### src/rtl/f2f_frame_tx.sv
// f2f_frame_tx
// Frames float<->fixed conversion requests into 48-bit FIFO words: one header
// word followed by one or two payload words.
//
// Ports:
//   clk, rstn     single clock, asynchronous active-low reset
//   req_valid     request present
//   req_ready     high only while idle (request can be accepted)
//   req_app       2'b00 float-to-fixed, 2'b01 fixed-to-float, others illegal
//   req_size      width code 1..3 legal, 0 and 4..7 illegal
//   req_payload   80-bit operand, MSB-aligned
//   fifo_full     downstream FIFO full (stalls the frame)
//   fifo_wren     write strobe (combinational from state and fifo_full)
//   fifo_dout     registered word for the current state
//   busy          frame in progress
//   err           one-cycle pulse when an illegal request is dropped
//
// Configuration:
//   F2F_TX_SEQ_TAG_EN  when defined, the header tag is an 8-bit sequence
//                      counter bumped at the end of each legal frame;
//                      otherwise the tag field is constant 8'h00.
module f2f_frame_tx (
    input  logic        clk,
    input  logic        rstn,
    input  logic        req_valid,
    output logic        req_ready,
    input  logic [1:0]  req_app,
    input  logic [2:0]  req_size,
    input  logic [79:0] req_payload,
    input  logic        fifo_full,
    output logic        fifo_wren,
    output logic [47:0] fifo_dout,
    output logic        busy,
    output logic        err
);

    typedef enum logic [1:0] {
        S_IDLE = 2'd0,
        S_HDR  = 2'd1,
        S_PL1  = 2'd2,
        S_PL2  = 2'd3
    } state_t;

    state_t       r_state;
    logic [1:0]   r_app;
    logic [2:0]   r_size;
    logic [79:0]  r_payload;
    logic [47:0]  r_dout;
    logic         r_err;
    logic [7:0]   w_tag;
    logic         w_accept;
    logic         w_req_legal;

    function automatic logic f_legal(input logic [1:0] app, input logic [2:0] size);
        f_legal = (app[1] == 1'b0) && (size != 3'd0) && (size[2] == 1'b0);
    endfunction

    // Only a float-to-fixed conversion of width code 1 fits in one word.
    function automatic logic [1:0] f_nw(input logic [1:0] app, input logic [2:0] size);
        if ((app == 2'b00) && (size == 3'd1)) begin
            f_nw = 2'd1;
        end else begin
            f_nw = 2'd2;
        end
    endfunction

    function automatic logic [47:0] f_header(input logic [1:0] app, input logic [2:0] size,
                                             input logic [7:0] tag);
        f_header = {app, size, f_nw(app, size), 33'd0, tag};
    endfunction

    assign req_ready   = (r_state == S_IDLE);
    assign busy        = (r_state != S_IDLE);
    assign fifo_wren   = (r_state != S_IDLE) && !fifo_full;
    assign fifo_dout   = r_dout;
    assign err         = r_err;
    assign w_accept    = req_valid && (r_state == S_IDLE);
    assign w_req_legal = f_legal(req_app, req_size);

`ifdef F2F_TX_SEQ_TAG_EN
    logic [7:0] r_tag;
    logic       w_last_wr;

    // The last payload word of a frame is written either from PL1 (one-word
    // frames) or from PL2.
    assign w_last_wr = fifo_wren &&
                       (((r_state == S_PL1) && (f_nw(r_app, r_size) == 2'd1)) ||
                        (r_state == S_PL2));

    // Sequence tag: advances once per completed legal frame, wraps at 8'hFF.
    always_ff @(posedge clk or negedge rstn) begin
        if (!rstn) begin
            r_tag <= 8'h00;
        end else if (w_last_wr) begin
            r_tag <= r_tag + 8'd1;
        end else begin
            r_tag <= r_tag;
        end
    end

    assign w_tag = r_tag;
`else
    assign w_tag = 8'h00;
`endif

    // Frame FSM: fifo_dout is loaded on each transition with the word the new
    // state will present, so it stays put while the FIFO back-pressures.
    always_ff @(posedge clk or negedge rstn) begin
        if (!rstn) begin
            r_state   <= S_IDLE;
            r_app     <= 2'b00;
            r_size    <= 3'd0;
            r_payload <= 80'd0;
            r_dout    <= 48'h0;
            r_err     <= 1'b0;
        end else begin
            r_err <= 1'b0;
            case (r_state)
                S_IDLE: begin
                    if (w_accept) begin
                        r_app     <= req_app;
                        r_size    <= req_size;
                        r_payload <= req_payload;
                        if (w_req_legal) begin
                            r_dout  <= f_header(req_app, req_size, w_tag);
                            r_state <= S_HDR;
                        end else begin
                            r_err   <= 1'b1;
                        end
                    end
                end
                S_HDR: begin
                    if (fifo_wren) begin
                        r_dout  <= {8'h00, r_payload[79:40]};
                        r_state <= S_PL1;
                    end
                end
                S_PL1: begin
                    if (fifo_wren) begin
                        if (f_nw(r_app, r_size) == 2'd2) begin
                            r_dout  <= {8'h00, r_payload[39:0]};
                            r_state <= S_PL2;
                        end else begin
                            r_state <= S_IDLE;
                        end
                    end
                end
                S_PL2: begin
                    if (fifo_wren) begin
                        r_state <= S_IDLE;
                    end
                end
                default: begin
                    r_state <= S_IDLE;
                end
            endcase
        end
    end

endmodule
### config.mk
export PLATFORM = sky130hd
export DESIGN_NAME = f2f_frame_tx
export DESIGN_NICKNAME = d
export VERILOG_FILES = /design/src/rtl/f2f_frame_tx.sv
export SDC_FILE = /design/constraint.sdc
export NUM_CORES = 1
export LEC_CHECK = 0
export ABC_AREA = 1
export CORE_ASPECT_RATIO = 1.2
export CORE_MARGIN = 3
export CORE_UTILIZATION = 50
export DETAILED_ROUTE_END_ITERATION = 12
export GPL_ROUTABILITY_DRIVEN = 1
export GPL_TIMING_DRIVEN = 1
export PLACE_DENSITY = 0.86
export SYNTH_ARGS = -nofsm -noshare
export SYNTH_HDL_FRONTEND = slang
export SYNTH_SLANG_ARGS = --single-unit
### constraint.sdc
create_clock -name clk -period 2.1 [get_ports clk]
set_clock_uncertainty 0.2 [all_clocks]
set_input_delay 0.315 -clock clk [delete_from_list [all_inputs] [get_ports clk]]
set_output_delay 0.315 -clock clk [all_outputs]
set_load 0.005 [all_outputs]
==> impl_results.rst <==
.. list-table::
   :header-rows: 1

   * - Metric
     - Value
   * - Required time of the worst setup path
     - 1.58 ns
   * - Num CTS Buffers
     - 17
   * - Count of nets left with antenna violations after detail routing
     - 0
   * - Avg Synthesized Cell Area
     - approximately 10 um2
   * - Root buffer cell
     - sky130_fd_sc_hd__clkbuf_16
   * - Global-route wire length before repair
     - 24.92 mm
   * - Fraction of layout instances using a drive strength above 1
     - approximately a fifth
   * - Post-synthesis cell count
     - between 500 and 600
   * - Total congestion overflow
     - 0
   * - Number of antenna violations at the first check in global routing
     - 0
   * - Maximum fanout along the worst path
     - 4
   * - Number of H-tree levels
     - 4
   * - Max-slew violations
     - 0
   * - Number of buffers and inverters on the critical path
     - 3
   * - Initial Util
     - 51.60%
   * - Data arrival time of the worst path
     - 1.51 ns
   * - Crit share post-route
     - 96.44%
   * - Largest family of logic cells by synthesized area
     - simple AND/OR/NAND/NOR gates
   * - Kind of cell adding the most delay to the critical path
     - buffers and inverters
   * - Ant. Diodes
     - 0
   * - CP Launch Type
     - flip-flop
   * - Area share of and/or/nand/nor cells after synthesis
     - 18.94%
   * - Worst reg2reg startpoint
     - r_state[1]$_DFFE_PN0P_
   * - Reg-to-reg slack, setup
     - 0.19 ns
   * - Worst slack after detailed placement
     - about 0.079 ns
   * - Cell area power density
     - 1555 nW/um2
   * - Clock-pin slew reported for the worst setup and hold paths after clock tree synthesis
     - approximately 0.050 ns
   * - Number of sinks handled by clock tree synthesis
     - 135
   * - Die X
     - 106.0 um
   * - Detail Placement HPWL
     - a little over 10 mm
   * - Number of DRC markers after the initial detailed-route iteration
     - 210
   * - Leakage
     - 0.003730 uW
   * - Via Count
     - 4,891
   * - Number of warnings reported in the yosys synthesis log
     - 0
   * - Sequence of cells on the critical path
     - inv_1 -> ha_4 -> buf_4 -> dlygate4sd2_1
   * - Class of the tightest hold or removal check
     - in -> async
   * - Clock Latency Late Sink
     - 0.41 ns
   * - Maximum clock rate
     - 493.8 MHz
   * - Capturing element type of the critical path
     - primary output
   * - Fin. Hold Viols
     - 0
   * - Syn nets
     - 683
   * - Synth Area in Compound Gates
     - 3.922%
   * - Setup TNS
     - 0 ns
   * - Most area-consuming cells after synthesis
     - sky130_fd_sc_hd__dfrtp_1, sky130_fd_sc_hd__mux2_2, sky130_fd_sc_hd__nand2_1
   * - Via count of the first global-routing pass
     - 5,257
   * - Mux contribution to synthesized area
     - between 15 and 20%
   * - Count of unresolved DRC violations after routing
     - 0
   * - Classification of the worst setup path
     - reg -> out
   * - Share of the yosys chip area belonging to registers
     - 56.33%
   * - Total length of routed wires
     - 15.28 mm
   * - Number of nets at the end of the flow
     - 822
   * - Detail-routed via count per cell
     - 5.440
   * - Area of placed instances
     - roughly 7600 um2
   * - IR Drop Worst-Case VDD
     - about 0.00077 V
   * - Floorplan row count
     - 43
   * - Setup WS post-layout
     - 0.07470 ns
   * - Post-synthesis share of cell area spent on full adders, half adders and majority gates
     - 0.8346%
   * - Max Root-Sink Buffers
     - 2
   * - Final period demand of the worst path
     - 2.025 ns
   * - Count of final setup violators
     - 0
   * - Cell accounting for the most synthesized area
     - sky130_fd_sc_hd__dfrtp_1
   * - Run status
     - finished clean
   * - Max-capacitance violation count
     - 0
   * - Port Buffer Count
     - 139
   * - Area growth from synthesis to layout
     - 37.62%
   * - Tot GR Track Use
     - about a quarter
   * - Reg2reg end
     - fifo_dout[22]$_DFFE_PN0P_
   * - Core area
     - around 12,000 um2
   * - Max incr delay on CP
     - ~0.38 ns
   * - Netlist area before placement
     - 5997 um2
   * - Post-synth cell types
     - 18
   * - Weighted congestion reported at the end of routability-driven placement
     - 0.8478
   * - FILL cells
     - 807
   * - Final Instance Area
     - slightly above 8000 um2
   * - Area share of the leading cell type in the synthesized netlist
     - 56.33%
   * - Largest net degree at the start of global routing
     - 51
   * - Height of the die
     - 126.0 um
   * - I/O pin total
     - ~140
   * - Cell with the largest stage delay on the worst path
     - sky130_fd_sc_hd__dfrtp_1
   * - Flip-flop and latch count after synthesis
     - between 100 and 150
   * - Xor/xnor share of the synthesized area
     - 0%
   * - Total iterations of the first detailed-routing run
     - 5
   * - Cells on worst reg2reg path
     - 9
   * - Floorplan die area
     - 13,350 um2
   * - Clock tree from TritonCTS
     - built
   * - Unrepaired setup endpoints after global routing
     - no
   * - Drt wl/cell
     - 17.00 um
## Yosys cell counts
master,count
sky130_fd_sc_hd__nor2_4,2
sky130_fd_sc_hd__a21oi_1,42
sky130_fd_sc_hd__o21ai_0,5
sky130_fd_sc_hd__buf_4,7
sky130_fd_sc_hd__buf_6,3
sky130_fd_sc_hd__nor2_1,11
sky130_fd_sc_hd__nand3_1,6
sky130_fd_sc_hd__buf_2,18
sky130_fd_sc_hd__inv_1,13
sky130_fd_sc_hd__dfrtp_1,135
sky130_fd_sc_hd__mux2_2,80
sky130_fd_sc_hd__nand4_1,48
sky130_fd_sc_hd__conb_1,1
sky130_fd_sc_hd__nor2_2,1
sky130_fd_sc_hd__inv_2,1
sky130_fd_sc_hd__clkbuf_1,17
sky130_fd_sc_hd__ha_1,4
sky130_fd_sc_hd__nand2_1,196
## metal layers
metal | track usage (%) | part of all wire [%] | up-vias
met5 | 0 | 0 | -
met4 | 11.51 | 2.2 | 0
met3 | 6.048 | 6.5 | 33
met2 | 42.38 | 54 | 204
met1 | 26.36 | 37 | 2402
li1 | - | - | 2252
## layout make-up
class / count / area, um2 / area share [%]
clock inverters: 7 / 90.09 / 1.092
multi-input cells: 396 / 2359 / 28.58
repair buffers: 165 / 1662 / 20.13
inverters: 14 / 52.55 / 0.6367
well taps: 157 / 196.4 / 2.380
clock buffers: 25 / 515.5 / 6.246
flip-flops and latches: 135 / 3378 / 40.93
## flip-flops by register name, summed over array words and instances (netlist names)
name and flops:
err 1, fifo_dout 47, r_app 2, r_payload 80, r_size 3, r_state 2
## per-stage QoR
stage          utilization [%]  power [uW]  hold WS (ns)  instances
3_5_place_dp             65.58        9793       0.09513        865
3_3_place_gp             65.58        9561       0.08925        865
5_1_grt                  71.02       13620        0.2701        899
2_1_floorplan                -        7655       -0.1806        590
4_1_cts                  71.02       12890        0.2317        899
6_report                 71.02       12830        0.2278        899
## cells in the final DEF (no fill, tap or decap), types with 2 or more instances in the layout
cell	n
sky130_fd_sc_hd__a21oi_1	42
sky130_fd_sc_hd__inv_1	12
sky130_fd_sc_hd__nand4_1	48
sky130_fd_sc_hd__buf_12	6
sky130_fd_sc_hd__nor2_1	11
sky130_fd_sc_hd__clkbuf_16	17
sky130_fd_sc_hd__buf_4	19
sky130_fd_sc_hd__clkinvlp_4	2
sky130_fd_sc_hd__dlygate4sd2_1	3
sky130_fd_sc_hd__nand2_1	194
sky130_fd_sc_hd__nor2_4	2
sky130_fd_sc_hd__clkdlybuf4s50_1	135
sky130_fd_sc_hd__clkbuf_8	6
sky130_fd_sc_hd__bufinv_16	2
sky130_fd_sc_hd__ha_2	2
sky130_fd_sc_hd__dfrtp_1	135
sky130_fd_sc_hd__o21ai_0	5
sky130_fd_sc_hd__mux2_2	80
sky130_fd_sc_hd__nand3_1	5
sky130_fd_sc_hd__clkbuf_1	2
sky130_fd_sc_hd__inv_2	2
sky130_fd_sc_hd__clkinv_2	3
## logic make-up (layout without fill, tap and decap cells)
kind of cell,Yosys count,in the layout
AO/OA/AOI/OAI,47,47
other,1,1
flip-flops,135,135
AND/OR/NAND/NOR,264,264
buffers and inverters,59,211
multiplexers,80,80
adder cells (fa/ha/maj),4,4
## worst reg2reg max path, delay by kind of cell (launching register included)
kind                       cells  cell delay [ns]
and+or+nand+nor                6             0.69
DFF                            1             0.38
buffers and inverters          2             0.35
adders and majority gates      1             0.20
## repair_timing
item / in CTS / in global routing
setup buffers: 1 / 0
resized for setup: 6 / 0
setup endpoints to repair: 3 / 0
hold buffers: 1 / 0
hold endpoints to repair: 48 / 0
## power breakdown
part           leakage, uW  internal, uW  switching, uW  total [uW]
sequential         0.00167          3850            677        4520
clock             0.000295          1930           1050        2980
combinational      0.00176          2580           2740        5330
## how the worst max path moves through the flow
stage | startpoint | end | cells after the start
detailed placement | req_size[1] | fifo_dout[39]$_DFFE_PN0P_ | 9
floorplan | r_state[0]$_DFFE_PN0P_ | r_payload[0]$_DFFE_PN0P_ | 6
finish | r_state[0]$_DFFE_PN0P_ | req_ready | 4
global placement | fifo_full | fifo_wren | 3
global route | r_state[0]$_DFFE_PN0P_ | req_ready | 4
CTS | r_state[0]$_DFFE_PN0P_ | req_ready | 4
(Power assumes the default switching activity.)
